==> config.mk <==
export PLATFORM = sky130hd
export DESIGN_NAME = fetch_sequencer
export DESIGN_NICKNAME = d
export VERILOG_FILES = /design/src/rtl/fetch_sequencer.sv
export SDC_FILE = /design/constraint.sdc
export NUM_CORES = 1
export LEC_CHECK = 0
export CORE_UTILIZATION = 58
export CTS_CLUSTER_DIAMETER = 40
export CTS_CLUSTER_SIZE = 40
export DETAILED_ROUTE_END_ITERATION = 16
export DONT_BUFFER_PORTS = 1
export HOLD_SLACK_MARGIN = 0.06
export PLACE_DENSITY_LB_ADDON = 0.08
export SETUP_SLACK_MARGIN = 0.5
export SLEW_MARGIN = 20
export SYNTH_ARGS = -nofsm -noshare
export SYNTH_HDL_FRONTEND = slang
export SYNTH_SLANG_ARGS = --single-unit
==> constraint.sdc <==
create_clock -name CLK -period 2.15 [get_ports CLK]
set_input_delay 0.215 -clock CLK [delete_from_list [all_inputs] [get_ports CLK]]
set_output_delay 0.215 -clock CLK [all_outputs]
set_load 0.05 [all_outputs]
==> src/rtl/fetch_sequencer.sv <==
// fetch_sequencer: program-counter sequencer driving the instruction ROM.
// Optional FETCH_SEQ_PERF_EN adds InstCount/StallCount counters.
module fetch_sequencer #(
    parameter int          IW         = 16,
    parameter int          DW         = 9,
    parameter logic [IW-1:0] PROG0_BASE = '0,
    parameter logic [IW-1:0] PROG1_BASE = '0,
    parameter logic [IW-1:0] PROG2_BASE = '0,
    parameter logic [IW-1:0] PROG3_BASE = '0
) (
    input  logic          CLK,
    input  logic          Reset,
    input  logic          Start,
    input  logic [1:0]    ProgSel,
    input  logic [DW-1:0] InstIn,
    input  logic          Stall,
    input  logic          Halt,
    input  logic          BranchEn,
    input  logic          BranchRel,
    input  logic [IW-1:0] Target,
    output logic [IW-1:0] InstAddress,
    output logic [DW-1:0] InstOut,
    output logic          InstValid,
    output logic          Busy,
    output logic          Done
`ifdef FETCH_SEQ_PERF_EN
    ,
    output logic [31:0]   InstCount,
    output logic [31:0]   StallCount
`endif
);

    localparam logic [1:0] IDLE = 2'd0;
    localparam logic [1:0] RUN  = 2'd1;
    localparam logic [1:0] DONE = 2'd2;

    logic [1:0]    state;
    logic [IW-1:0] pc;
    logic [IW-1:0] base;
    logic          run;
    logic          accept;

    assign run    = (state == RUN);
    assign accept = Start && (state == IDLE || state == DONE);

    // Entry point chosen by ProgSel when a program is started.
    always_comb begin
        base = PROG0_BASE;
        case (ProgSel)
            2'd0:    base = PROG0_BASE;
            2'd1:    base = PROG1_BASE;
            2'd2:    base = PROG2_BASE;
            default: base = PROG3_BASE;
        endcase
    end

    // PC and state update; stall freezes everything, halt beats branch.
    always_ff @(posedge CLK or posedge Reset) begin
        if (Reset) begin
            state <= IDLE;
            pc    <= '0;
        end else begin
            case (state)
                IDLE, DONE: begin
                    if (Start) begin
                        pc    <= base;
                        state <= RUN;
                    end
                end
                RUN: begin
                    if (!Stall) begin
                        if (Halt)
                            state <= DONE;
                        else if (BranchEn)
                            pc <= BranchRel ? pc + Target : Target;
                        else
                            pc <= pc + IW'(1);
                    end
                end
                default: state <= IDLE;
            endcase
        end
    end

    assign InstAddress = pc;
    assign InstValid   = run && !Stall;
    assign InstOut     = InstValid ? InstIn : '0;
    assign Busy        = run;
    assign Done        = (state == DONE);

`ifdef FETCH_SEQ_PERF_EN
    // Saturating counters of issued instructions and stall cycles.
    always_ff @(posedge CLK or posedge Reset) begin
        if (Reset) begin
            InstCount  <= '0;
            StallCount <= '0;
        end else if (accept) begin
            InstCount  <= '0;
            StallCount <= '0;
        end else if (run) begin
            if (!Stall && InstCount != '1)
                InstCount <= InstCount + 32'd1;
            if (Stall && StallCount != '1)
                StallCount <= StallCount + 32'd1;
        end
    end
`endif

endmodule
==> results by group, run 1 <==
Run status
  • Status: completed

Drt
  • Post-DR vias/cell: about 6.5
  • DR vias: 2309
  • Post-DRT Antenna Nets: 0
  • Drt pass-1 iters: 5
  • Routed wire per std cell: about 19 um
  • Routed WL: 6656 um
  • DRC: 0
  • Iteration-0 DRC Markers: 190

Logic synthesis
  • Synth top area share: 0.2098
  • Post-synthesis instance area: approximately 0.0021 sq mm
  • Mapped Cells: ~270
  • Unique cell type count in the Yosys netlist: 57
  • Area leader, netlist: dfrtp_1
  • Register area share after synthesis: 0.2098
  • Syn nets: 320
  • Yosys warning total: 0
  • Synth Register Bits: 18
  • Top cells by area, synth: dfrtp_1 21%, ha_1 9.3%, a21oi_1 4.4%
  • Syn Area/Cell: 7.982 sq um

Power
  • Total chip power: between 2 and 3 mW
  • Peak VDD IR: about 650 uV
  • PD cells: between 900 and 1000 mW/mm^2
  • Static leakage: around 1.3 nW

STA
  • Slew Limit Fails: 0
  • Hold Violations, Final: 0
  • Fin crit share: 0.9945
  • Max-slew headroom: 0.4621
  • Clk_skew: between 0.005 and 0.006 ns
  • Worst slew pin tran: slightly above 0.8 ns
  • Final setup vio count: 0
  • Achievable Freq: 467.7 MHz
  • RSZ-0062 raised after global routing: true
  • Setup Total Neg Slack: 0 ns
  • Fin crit period: around 2.1 ns

CTS
  • CTS root buf: clkbuf_8
  • CTS tree: done
  • Clk pin slew, worst setup/hold paths: 0.08 ns
  • Clk buf depth: 2
  • Skew-Pair Late Insertion Delay: between 0.2 and 0.3 ns
  • CTS sink count: 18
  • H-tree depth: 1
  • Total CTS buffers: 3

Global route
  • Most Used Layer, Global Route: met2
  • GRT Total Usage: 0.3317
  • Grt met1 use: 0.4521
  • Initial antenna violation count: 0
  • First-pass GRT wire length: 10380 um
  • Met2 Use GR: 0.5462
  • Total grt overflow: 0
  • GR Layer Usage met3: 0.05657
  • Vias in the first global route: between 2000 and 2500
  • Largest net degree at the start of global routing: 22

Finish
  • Core Util, Final: 0.8361
  • Most frequent cells in the layout: 40 x buf_4, 24 x nor2_1, 24 x nand2_1
  • Nets: approximately 360
  • Layout cell share with drive strength beyond 1: 0.3839
  • Layout area overhead: 34.03%
  • Finished Cell Area: between 0.002 and 0.003 sq mm
  • Register area: 466.7 sq um
  • Fillers: about 210
  • Ant. Diodes: 0
  • Commonest non-fill, non-tap cell in the layout: buf_4
  • Multi-input logic area: between 0.0015 and 0.002 sq mm

Die
  • Die area: 0.003949 sq mm
  • Ports: 62
  • Row cnt: 21
  • Die height: between 60 and 70 um
  • Initial Utilization: 0.6238
  • Die width: 62.84 um
  • Core box area: between 0.003 and 0.004 sq mm

Placement
  • PortBufs: 0
  • HPWL Detailed: ~4700 um
  • RePlAce Congestion: 0.8878
  • Area post-placement: approximately 0.0025 sq mm

Job
  • Max-Cap Viols: 0

Setup path
  • Critical path peak fanout: 4
  • CP required: 2.26 ns
  • Critical path type: flop to flop
  • Worst Setup Start Kind: flop
  • Arr. time, crit path: ~2.3 ns
  • Crit end category: flop

Worst hold path
  • Min-Delay Path Class: input port to flop
cell families after synthesis:
group	count (synthesis)	share of synthesized area
buffers and inverters	24	0.04836
xor gates and xnor gates	12	0.04896
DFF	18	0.2098
muxes	7	0.03496
AOI/OAI and AO/OA	93	0.3030
and+or+nand+nor	98	0.2523
adders and majority gates	17	0.1026
Yosys cell counts (all sizes together):
master / number
a211oi: 2
a21o: 10
a21oi: 19
a221oi: 1
a22o: 2
a22oi: 3
a31o: 2
a31oi: 6
a32oi: 2
and2: 10
and3: 6
and4: 1
buf: 2
clkbuf: 7
clkinv: 1
dfrtp: 18
fa: 1
ha: 16
inv: 14
mux2: 4
mux2i: 3
nand2: 25
nand2b: 4
nand3: 6
nand4: 4
nor2: 24
nor2b: 3
nor3: 6
nor3b: 2
nor4: 5
nor4b: 1
o2111a: 1
o2111ai: 1
o211ai: 1
o21a: 4
o21ai: 25
o21bai: 2
o221ai: 6
o311ai: 1
o31a: 3
o31ai: 2
or2: 1
xnor2: 9
xor2: 3
timing repair:
| item | in CTS | in global routing |
|---|---|---|
| buffers inserted | 5 | 5 |
| hold buffers | 1 | 0 |
| setup endpoints to repair | 22 | 22 |
| gates resized for setup | 24 | 23 |
| pin swaps | 19 | 15 |
| hold endpoints to repair | 18 | 0 |
| gates cloned | 1 | 0 |
layout make-up:
| type | instances | share of cell area |
|---|---|---|
| well taps | 46 | 0.02000 |
| flip-flops and latches | 18 | 0.1622 |
| repair buffers | 46 | 0.1252 |
| clock buffers | 4 | 0.01913 |
| multi-input cells | 227 | 0.6539 |
| inverters | 15 | 0.01957 |
layer usage:
metal	vias up	wire [um]
met5	-	0
met4	0	85
met3	8	569
met2	131	3180
met1	1088	2821
li1	1082	-
where the power goes:
part	leakage (nW)	switching, mW	internal, mW
registers	0.220	0.118	0.429
logic	1.05	1.10	0.742
clock network	0.0288	0.132	0.163
total	1.30	1.35	1.33
worst paths after layout:
path                                 from        endpoint  slack, ns  depth (start not counted)
max in group asynchronous           Reset  InstAddress[7]       1.04                          2
min reg2reg                InstAddress[6]  InstAddress[6]       0.67                          2
max                        InstAddress[0]  InstAddress[8]       0.01                          9
min in group asynchronous           Reset        state[0]       0.55                          2
min                                 Stall        state[0]       0.09                          2
max reg2reg                InstAddress[0]  InstAddress[8]       0.01                          9
critical path: stages, from the launching register on:
cell and delay [ns]:
dfrtp_2 0.38, ha_4 0.14, inv_2 0.03, fa_2 0.35, nand2b_4 0.17, a21oi_4 0.14
o31a_1 0.27, a21oi_1 0.12, xor2_1 0.22, o221ai_1 0.16
registers in the layout (all words and copies together) (netlist names):
| register | flops |
|---|---|
| InstAddress | 16 |
| state | 2 |
per-stage QoR:
stage	setup slack [ns]	cells	hold WS [ns]
final	0.01177	356	0.09142
after global routing	-0.07310	356	0.1051
after CTS	0.1303	351	0.1019
after detailed placement	0.03496	340	0.2919
after global placement	0.1035	340	0.2689
after floorplan	0.05605	269	0.1527
No activity file was read; power rests on OpenSTA's default activity.
==> run 2, diff against run 1 <==
--- a/config.mk
+++ b/config.mk
@@ -5,7 +5,8 @@
 export SDC_FILE = /design/constraint.sdc
 export NUM_CORES = 1
 export LEC_CHECK = 0
-export CORE_UTILIZATION = 58
+export ABC_AREA = 1
+export CORE_UTILIZATION = 25
 export CTS_CLUSTER_DIAMETER = 40
 export CTS_CLUSTER_SIZE = 40
 export DETAILED_ROUTE_END_ITERATION = 16
==> results by group, run 2 <==
Finish
  • Final Non-Filler Cells: 546 (+53%)
  • Multi-input logic area: 0.002019 sq mm (+7.3%)
  • Nets: 490 (+35%)
  • Layout cell share with drive strength beyond 1: 0.2877 (-0.09620)
  • Commonest non-fill, non-tap cell in the layout: nand2_1
  • Most frequent cells in the layout: 136 x nand2_1, 61 x inv_1, 29 x a21oi_1
  • Register area: 471.7 sq um (+1.1%)
  • Flip-flop count of the largest register after layout: 16 (unchanged)
  • Ant. Diodes: 0 (unchanged)
  • Fillers: 987 (+360%)
  • Layout area overhead: 35.56%

STA
  • Fin crit period: 1.752 ns (-0.3859 ns)
  • Worst slew pin tran: 0.7608 ns (-0.04527 ns)
  • Achievable Freq: 570.7 MHz (+22%)
  • Max-slew headroom: 0.4923 (+0.03021)
  • Fin crit share: 0.8150 (-0.1795)
  • Setup Total Neg Slack: 0 ns (unchanged)
  • Final setup vio count: 0 (unchanged)
  • Slew Limit Fails: 0 (unchanged)
  • Clk_skew: 0.002326 ns (-0.002934 ns)
  • RSZ-0062 raised after global routing: true
  • Hold Violations, Final: 0 (unchanged)

CTS
  • Clk buf depth: 2 (unchanged)
  • CTS root buf: clkbuf_8
  • CTS sink count: 18 (unchanged)
  • H-tree depth: 1 (unchanged)
  • Skew-Pair Late Insertion Delay: 0.26 ns (about the same)
  • Clk pin slew, worst setup/hold paths: 0.08 ns (about the same)
  • CTS tree: done
  • Total CTS buffers: 3 (unchanged)

Logic synthesis
  • Mapped Cells: 414 (+54%)
  • Syn nets: 465 (+45%)
  • Post-synthesis instance area: 0.002340 sq mm (+9.0%)
  • Unique cell type count in the Yosys netlist: 28 (-51%)
  • Top cells by area, synth: nand2_1 24%, dfrtp_1 19%, inv_1 11%
  • Synth Register Bits: 18 (unchanged)
  • Synth top area share: 0.2439 (+0.03406)
  • Post-synth ARST share: 1.000 (unchanged)
  • Area leader, netlist: nand2_1
  • Most used DFF post-synth: dfrtp_1
  • Syn Area/Cell: 5.652 sq um (-29%)
  • Post-synth EDFFs: 0 (unchanged)
  • Register area share after synthesis: 0.1925 (-0.01728)
  • Yosys warning total: 0 (unchanged)
  • Commonest cells in the netlist: 152 x nand2_1, 68 x inv_1, 39 x nand3_1, 31 x a21oi_1, 29 x nor2_1
  • Most frequent cell after synthesis: nand2_1

Setup path
  • Reg-to-Reg End: InstAddress[7]
  • FF-to-FF path depth: 9 (unchanged)
  • Crit end category: flop
  • Slowest stage delay, CP: 0.44 ns (+0.06 ns)
  • Critical path type: flop to flop
  • Slowest stage cell, crit path: dfrtp_2
  • Arr. time, crit path: 1.91 ns (-0.34 ns)
  • CP Cell Sequence: ha_4, or2_4, nand3_2, nand2_4, or2_2, nand3_2, nand2_2, nand3_1, nand2_1
  • CP required: 2.31 ns (+0.05 ns)
  • Flop2flop setup slack: 0.40 ns (+0.39 ns)
  • Worst R2R Start: InstAddress[2]
  • Worst Setup Start Kind: flop
  • Most common cell on crit path: nand3_2
  • Critical path peak fanout: 4 (unchanged)

Drt
  • Iteration-0 DRC Markers: 65 (-66%)
  • Post-DRT Antenna Nets: 0 (unchanged)
  • Routed wire per std cell: 14.44 um (-23%)
  • Post-DR vias/cell: 4.725 (-27%)
  • DRC: 0 (unchanged)
  • DR vias: 2580 (+12%)
  • Drt pass-1 iters: 4 (-1)
  • Routed WL: 7883 um (+18%)

Global route
  • Largest net degree at the start of global routing: 26 (+18%)
  • Initial antenna violation count: 0 (unchanged)
  • First-pass GRT wire length: 12950 um (+25%)
  • GRT Total Usage: 0.1671 (-0.1646)
  • Vias in the first global route: 2596 (+22%)
  • Total grt overflow: 0 (unchanged)

Die
  • Row cnt: 34 (+62%)
  • Core box area: 0.008891 sq mm (+160%)
  • Die area: 0.009750 sq mm (+150%)
  • Die height: 98.74 um (+57%)
  • Die width: 98.74 um (+57%)
  • Ports: 62 (unchanged)
  • Initial Utilization: 0.2632 (-0.3606)

Worst hold path
  • Min-delay src: Stall
  • Hold endpoint: state[0]
  • Hold path cells: 2 (unchanged)
  • Min-Delay Path Class: input port to flop

Power
  • Peak VDD IR: 424.4 uV (-34%)
  • Static leakage: 1.490 nW (+15%)
  • PD cells: 942.5 mW/mm^2 (+1.1%)
  • Total chip power: 2.989 mW (+11%)

Placement
  • HPWL Detailed: 6276 um (+35%)
  • PortBufs: 0 (unchanged)
  • RePlAce Congestion: 0.8096 (-8.8%)
  • Placed cells: 535 (+57%)

Run status
  • Status: completed

Job
  • Max-Cap Viols: 0 (unchanged)
-- run 2: cell count changes after synthesis, sizes merged, moves of 6 or more --
cell / change
a21oi: +12
nor2: +6
o221ai: -6
a21o: -10
inv: +58
o21ai: -12
nand3: +34
and2: -10
nand2: +128
and3: -6
xnor2: -7
-- run 2: cells by family (layout without fill, tap and decap cells) --
kind of cell             Yosys count  after routing  synth area share
AO/OA/AOI/OAI                     50             50            0.1102
XOR/XNOR                           7              7           0.02620
adder cells (fa/ha/maj)           17             17           0.09412
buffers and inverters             79            103            0.1331
flip-flops                        18             18            0.1925
AND/OR/NAND/NOR                  243            243            0.4439
-- run 2: critical path, delay by kind of cell, from the launching register on --
| family | cells | cell delay (ns) |
|---|---|---|
| fa+ha+maj | 1 | 0.25 |
| flops | 1 | 0.44 |
| simple gates | 8 | 0.97 |
-- run 2: area by class of cell --
cell class                 count  area share
timing repair buffer          26     0.06706
inverter                      73     0.08757
sequential                    18      0.1487
tap                          108     0.04260
multi-input combinational    317      0.6367
clock buffer                   4     0.01736
-- run 2: repair_timing --
action	CTS	global route
pin swaps	8	6
gates resized for setup	19	30
setup endpoints to repair	13	15
hold buffers	1	0
hold endpoints to repair	18	0
buffers inserted	3	3
-- run 2: power by group --
part	internal, mW	switching, mW	total (mW)
Combinational	0.713	1.40	2.12
Clock	0.163	0.134	0.297
Sequential	0.450	0.127	0.577
Total	1.33	1.66	2.99
-- run 2: how the worst max path moves through the flow --
stage	startpoint	endpoint	slack, ns	cells past startpoint
2_1_floorplan	InstAddress[2]	InstAddress[7]	0.35	9
3_5_place_dp	InstAddress[2]	InstAddress[7]	0.32	9
3_3_place_gp	InstAddress[2]	InstAddress[7]	0.32	9
6_report	InstAddress[2]	InstAddress[7]	0.40	9
5_1_grt	InstAddress[0]	InstAddress[8]	0.30	13
4_1_cts	InstAddress[0]	InstAddress[6]	0.41	11
-- run 2: routing by layer --
layer,track usage,up-vias,share of wire
met5,0,-,0
met4,0.03904,0,0.012
met3,0.01560,6,0.032
met2,0.2846,45,0.46
met1,0.2275,1176,0.49
li1,-,1353,-
-- run 2: metrics by stage --
step | setup slack [ns] | util | hold slack (ns) | area [sq um]
final | 0.3977 | 0.3567 | 0.09437 | 3172
after detailed placement | 0.3186 | 0.3244 | 0.3017 | 2884
after global placement | 0.3235 | 0.3244 | 0.3027 | 2884
after CTS | 0.4135 | 0.3406 | 0.09701 | 3028
after global routing | 0.2956 | 0.3567 | 0.09884 | 3172
after floorplan | 0.3476 | - | 0.1526 | 2644
==> run 3, diff against run 2 <==
==> constraint.sdc (replaced) <==
create_clock -name CLK -period 1.47 [get_ports CLK]
set_input_delay 0.147 -clock CLK [delete_from_list [all_inputs] [get_ports CLK]]
set_output_delay 0.147 -clock CLK [all_outputs]
set_load 0.05 [all_outputs]
==> results by group, run 3 (same netlist as run 2, synthesis figures left out) <==
Run status
  • Status: complete, but fails checks
  • Failing checks: setup timing

Setup path
  • Largest delay share family, worst path: simple AND/OR/NAND/NOR gates
  • Most common cell on crit path: nand2_1
  • Critical path peak fanout: 5 (+1)
  • CP Cell Sequence: ha_4, nand2_2, buf_4, nor3_2, nand2_1, nand2_1, nand2_1, nand3_1, nand2_1, nand2_1, nand2_1
  • Slowest stage cell, crit path: dfrtp_2
  • Crit end category: flop
  • Critical path type: flop to flop
  • Flop2flop setup slack: -0.30 ns (-0.70 ns)
  • Slowest stage delay, CP: 0.46 ns (+0.02 ns)
  • Arr. time, crit path: 1.93 ns (+0.02 ns)
  • Worst Setup Start Kind: flop
  • CP required: 1.63 ns (-0.68 ns)
  • Worst path buffer plus inverter count: 1 (+1)

Die
  • Core box area: 0.008891 sq mm (unchanged)
  • Die height: 98.74 um (unchanged)
  • Ports: 62 (unchanged)
  • Die area: 0.009750 sq mm (unchanged)
  • Die width: 98.74 um (unchanged)
  • Initial Utilization: 0.2632 (unchanged)
  • Row cnt: 34 (unchanged)

Placement
  • Placed cells: 584 (+9.2%)
  • Area post-placement: 0.003390 sq mm (+18%)
  • RePlAce Congestion: 0.8137 (+0.51%)
  • HPWL Detailed: 6675 um (+6.4%)
  • PortBufs: 0 (unchanged)

STA
  • Max-slew headroom: 0.7209 (+0.2286)
  • Final setup vio count: 26 (+26)
  • Setup Total Neg Slack: -3.156 ns (-3.156 ns)
  • Achievable Freq: 564.6 MHz (-1.1%)
  • Hold Violations, Final: 0 (unchanged)
  • Worst slew pin tran: 0.4180 ns (-0.3427 ns)
  • Setup ws final: -0.3010 ns (-0.6987 ns)
  • Hold slack: 0.08235 ns (-0.01202 ns)
  • Fin crit share: 1.205 (+0.3898)
  • Fin crit period: 1.771 ns (+0.01872 ns)
  • Clk_skew: 0.009039 ns (+0.006712 ns)
  • RSZ-0062 raised after global routing: true
  • Slew Limit Fails: 0 (unchanged)

Job
  • Max-Cap Viols: 0 (unchanged)

CTS
  • CTS sink count: 18 (unchanged)
  • CTS tree: done
  • Clk pin slew, worst setup/hold paths: 0.08 ns (about the same)
  • Clk buf depth: 2 (unchanged)
  • CTS root buf: clkbuf_8
  • Skew-Pair Late Insertion Delay: 0.27 ns (about the same)
  • H-tree depth: 1 (unchanged)
  • Total CTS buffers: 3 (unchanged)

Drt
  • Post-DRT Antenna Nets: 0 (unchanged)
  • Drt pass-1 iters: 4 (unchanged)
  • DRC: 0 (unchanged)
  • Post-DR vias/cell: 4.718 (-0.15%)
  • DR vias: 2897 (+12%)
  • Routed WL: 8754 um (+11%)
  • Iteration-0 DRC Markers: 66 (+1.5%)
  • Routed wire per std cell: 14.26 um (-1.2%)

Power
  • PD cells: 1398 mW/mm^2 (+48%)
  • Peak VDD IR: 1212 uV (+190%)
  • Static leakage: 2.022 nW (+36%)

Finish
  • Fillers: 885 (-10%)
  • Flip-flop count of the largest register after layout: 16 (unchanged)
  • Layout area overhead: 84.33%
  • Commonest non-fill, non-tap cell in the layout: nand2_1
  • Ant. Diodes: 0 (unchanged)
  • Core Util, Final: 0.4851 (+0.1283)
  • Finished Cell Area: 0.004313 sq mm (+36%)
  • Nets: 558 (+14%)
  • Most frequent cells in the layout: 106 x nand2_1, 57 x inv_1, 41 x buf_4
  • Final Non-Filler Cells: 614 (+12%)
  • Layout cell share with drive strength beyond 1: 0.4704 (+0.1827)

Global route
  • Largest net degree at the start of global routing: 23 (-12%)
  • Vias in the first global route: 2909 (+12%)
  • Initial antenna violation count: 0 (unchanged)
  • GRT Total Usage: 0.1843 (+0.01723)
  • Total grt overflow: 0 (unchanged)
  • First-pass GRT wire length: 14310 um (+10%)

Worst hold path
  • Min-Delay Path Class: input port to flop
run 3: cell count changes in the layout (fill, tap and decap cells not counted), sizes merged:
cell,previous run,this run
buf,25,89
clkinv,1,2
clkinvlp,1,2
dlygate4sd3,1,3
inv,71,70
nand2,153,154
run 3: layout make-up:
| type | count | area [sq um] | area share |
|---|---|---|---|
| Multi-Input combinational cell | 318 | 2266 | 0.5254 |
| Timing Repair Buffer | 92 | 1071 | 0.2483 |
| Sequential cell | 18 | 473.0 | 0.1097 |
| Inverter | 73 | 305.3 | 0.07079 |
| Tap cell | 108 | 135.1 | 0.03133 |
| Clock buffer | 4 | 55.05 | 0.01276 |
| Timing Repair inverter | 1 | 7.507 | 0.001741 |
run 3: worst paths after layout:
| check | start | to | cells past startpoint |
|---|---|---|---|
| setup / recovery | InstAddress[11] | InstAddress[15] | 11 |
| setup reg to reg | InstAddress[11] | InstAddress[15] | 11 |
| hold / removal | Start | state[1] | 3 |
| min in group asynchronous | Reset | state[0] | 3 |
| max in group asynchronous | Reset | InstAddress[9] | 3 |
| hold reg to reg | InstAddress[15] | InstAddress[15] | 2 |
run 3: metrics by stage:
step	worst slack, ns	total power [mW]
CTS	-0.2630	5.433
detailed placement	-0.2793	4.219
global placement	-0.2905	4.211
finish	-0.3010	6.030
global route	-0.3667	6.429
floorplan	-0.3320	3.085
run 3: tightest hold or removal path: cells and delay by family:
| kind | cells | cell delay [ns] |
|---|---|---|
| AO/OA/AOI/OAI | 3 | 0.17 |
run 3: power by group:
part / switching [mW] / internal [mW] / leakage [nW]
registers: 0.201 / 0.662 / 0.218
logic: 2.57 / 2.16 / 1.78
clock network: 0.198 / 0.239 / 0.0288
total: 2.97 / 3.06 / 2.02
run 3: timing repair:
item                                    in CTS  in global routing
endpoints found under the setup margin      46                 46
pin swaps                                   24                 31
gates resized for setup                    114                 66
buffers inserted                             9                 12
hold buffers                                 2                  1
gates cloned                                 2                  0
endpoints found under the hold margin       19                  1
run 3: routing by layer:
metal | vias to the layer above | share of wire | GRT usage
met1 | 1346 | 0.46 | 0.2425
met2 | 46 | 0.49 | 0.3190
met5 | - | 0 | 0
met3 | 7 | 0.046 | 0.02553
met4 | 0 | 0.0089 | 0.04133
li1 | 1498 | - | -
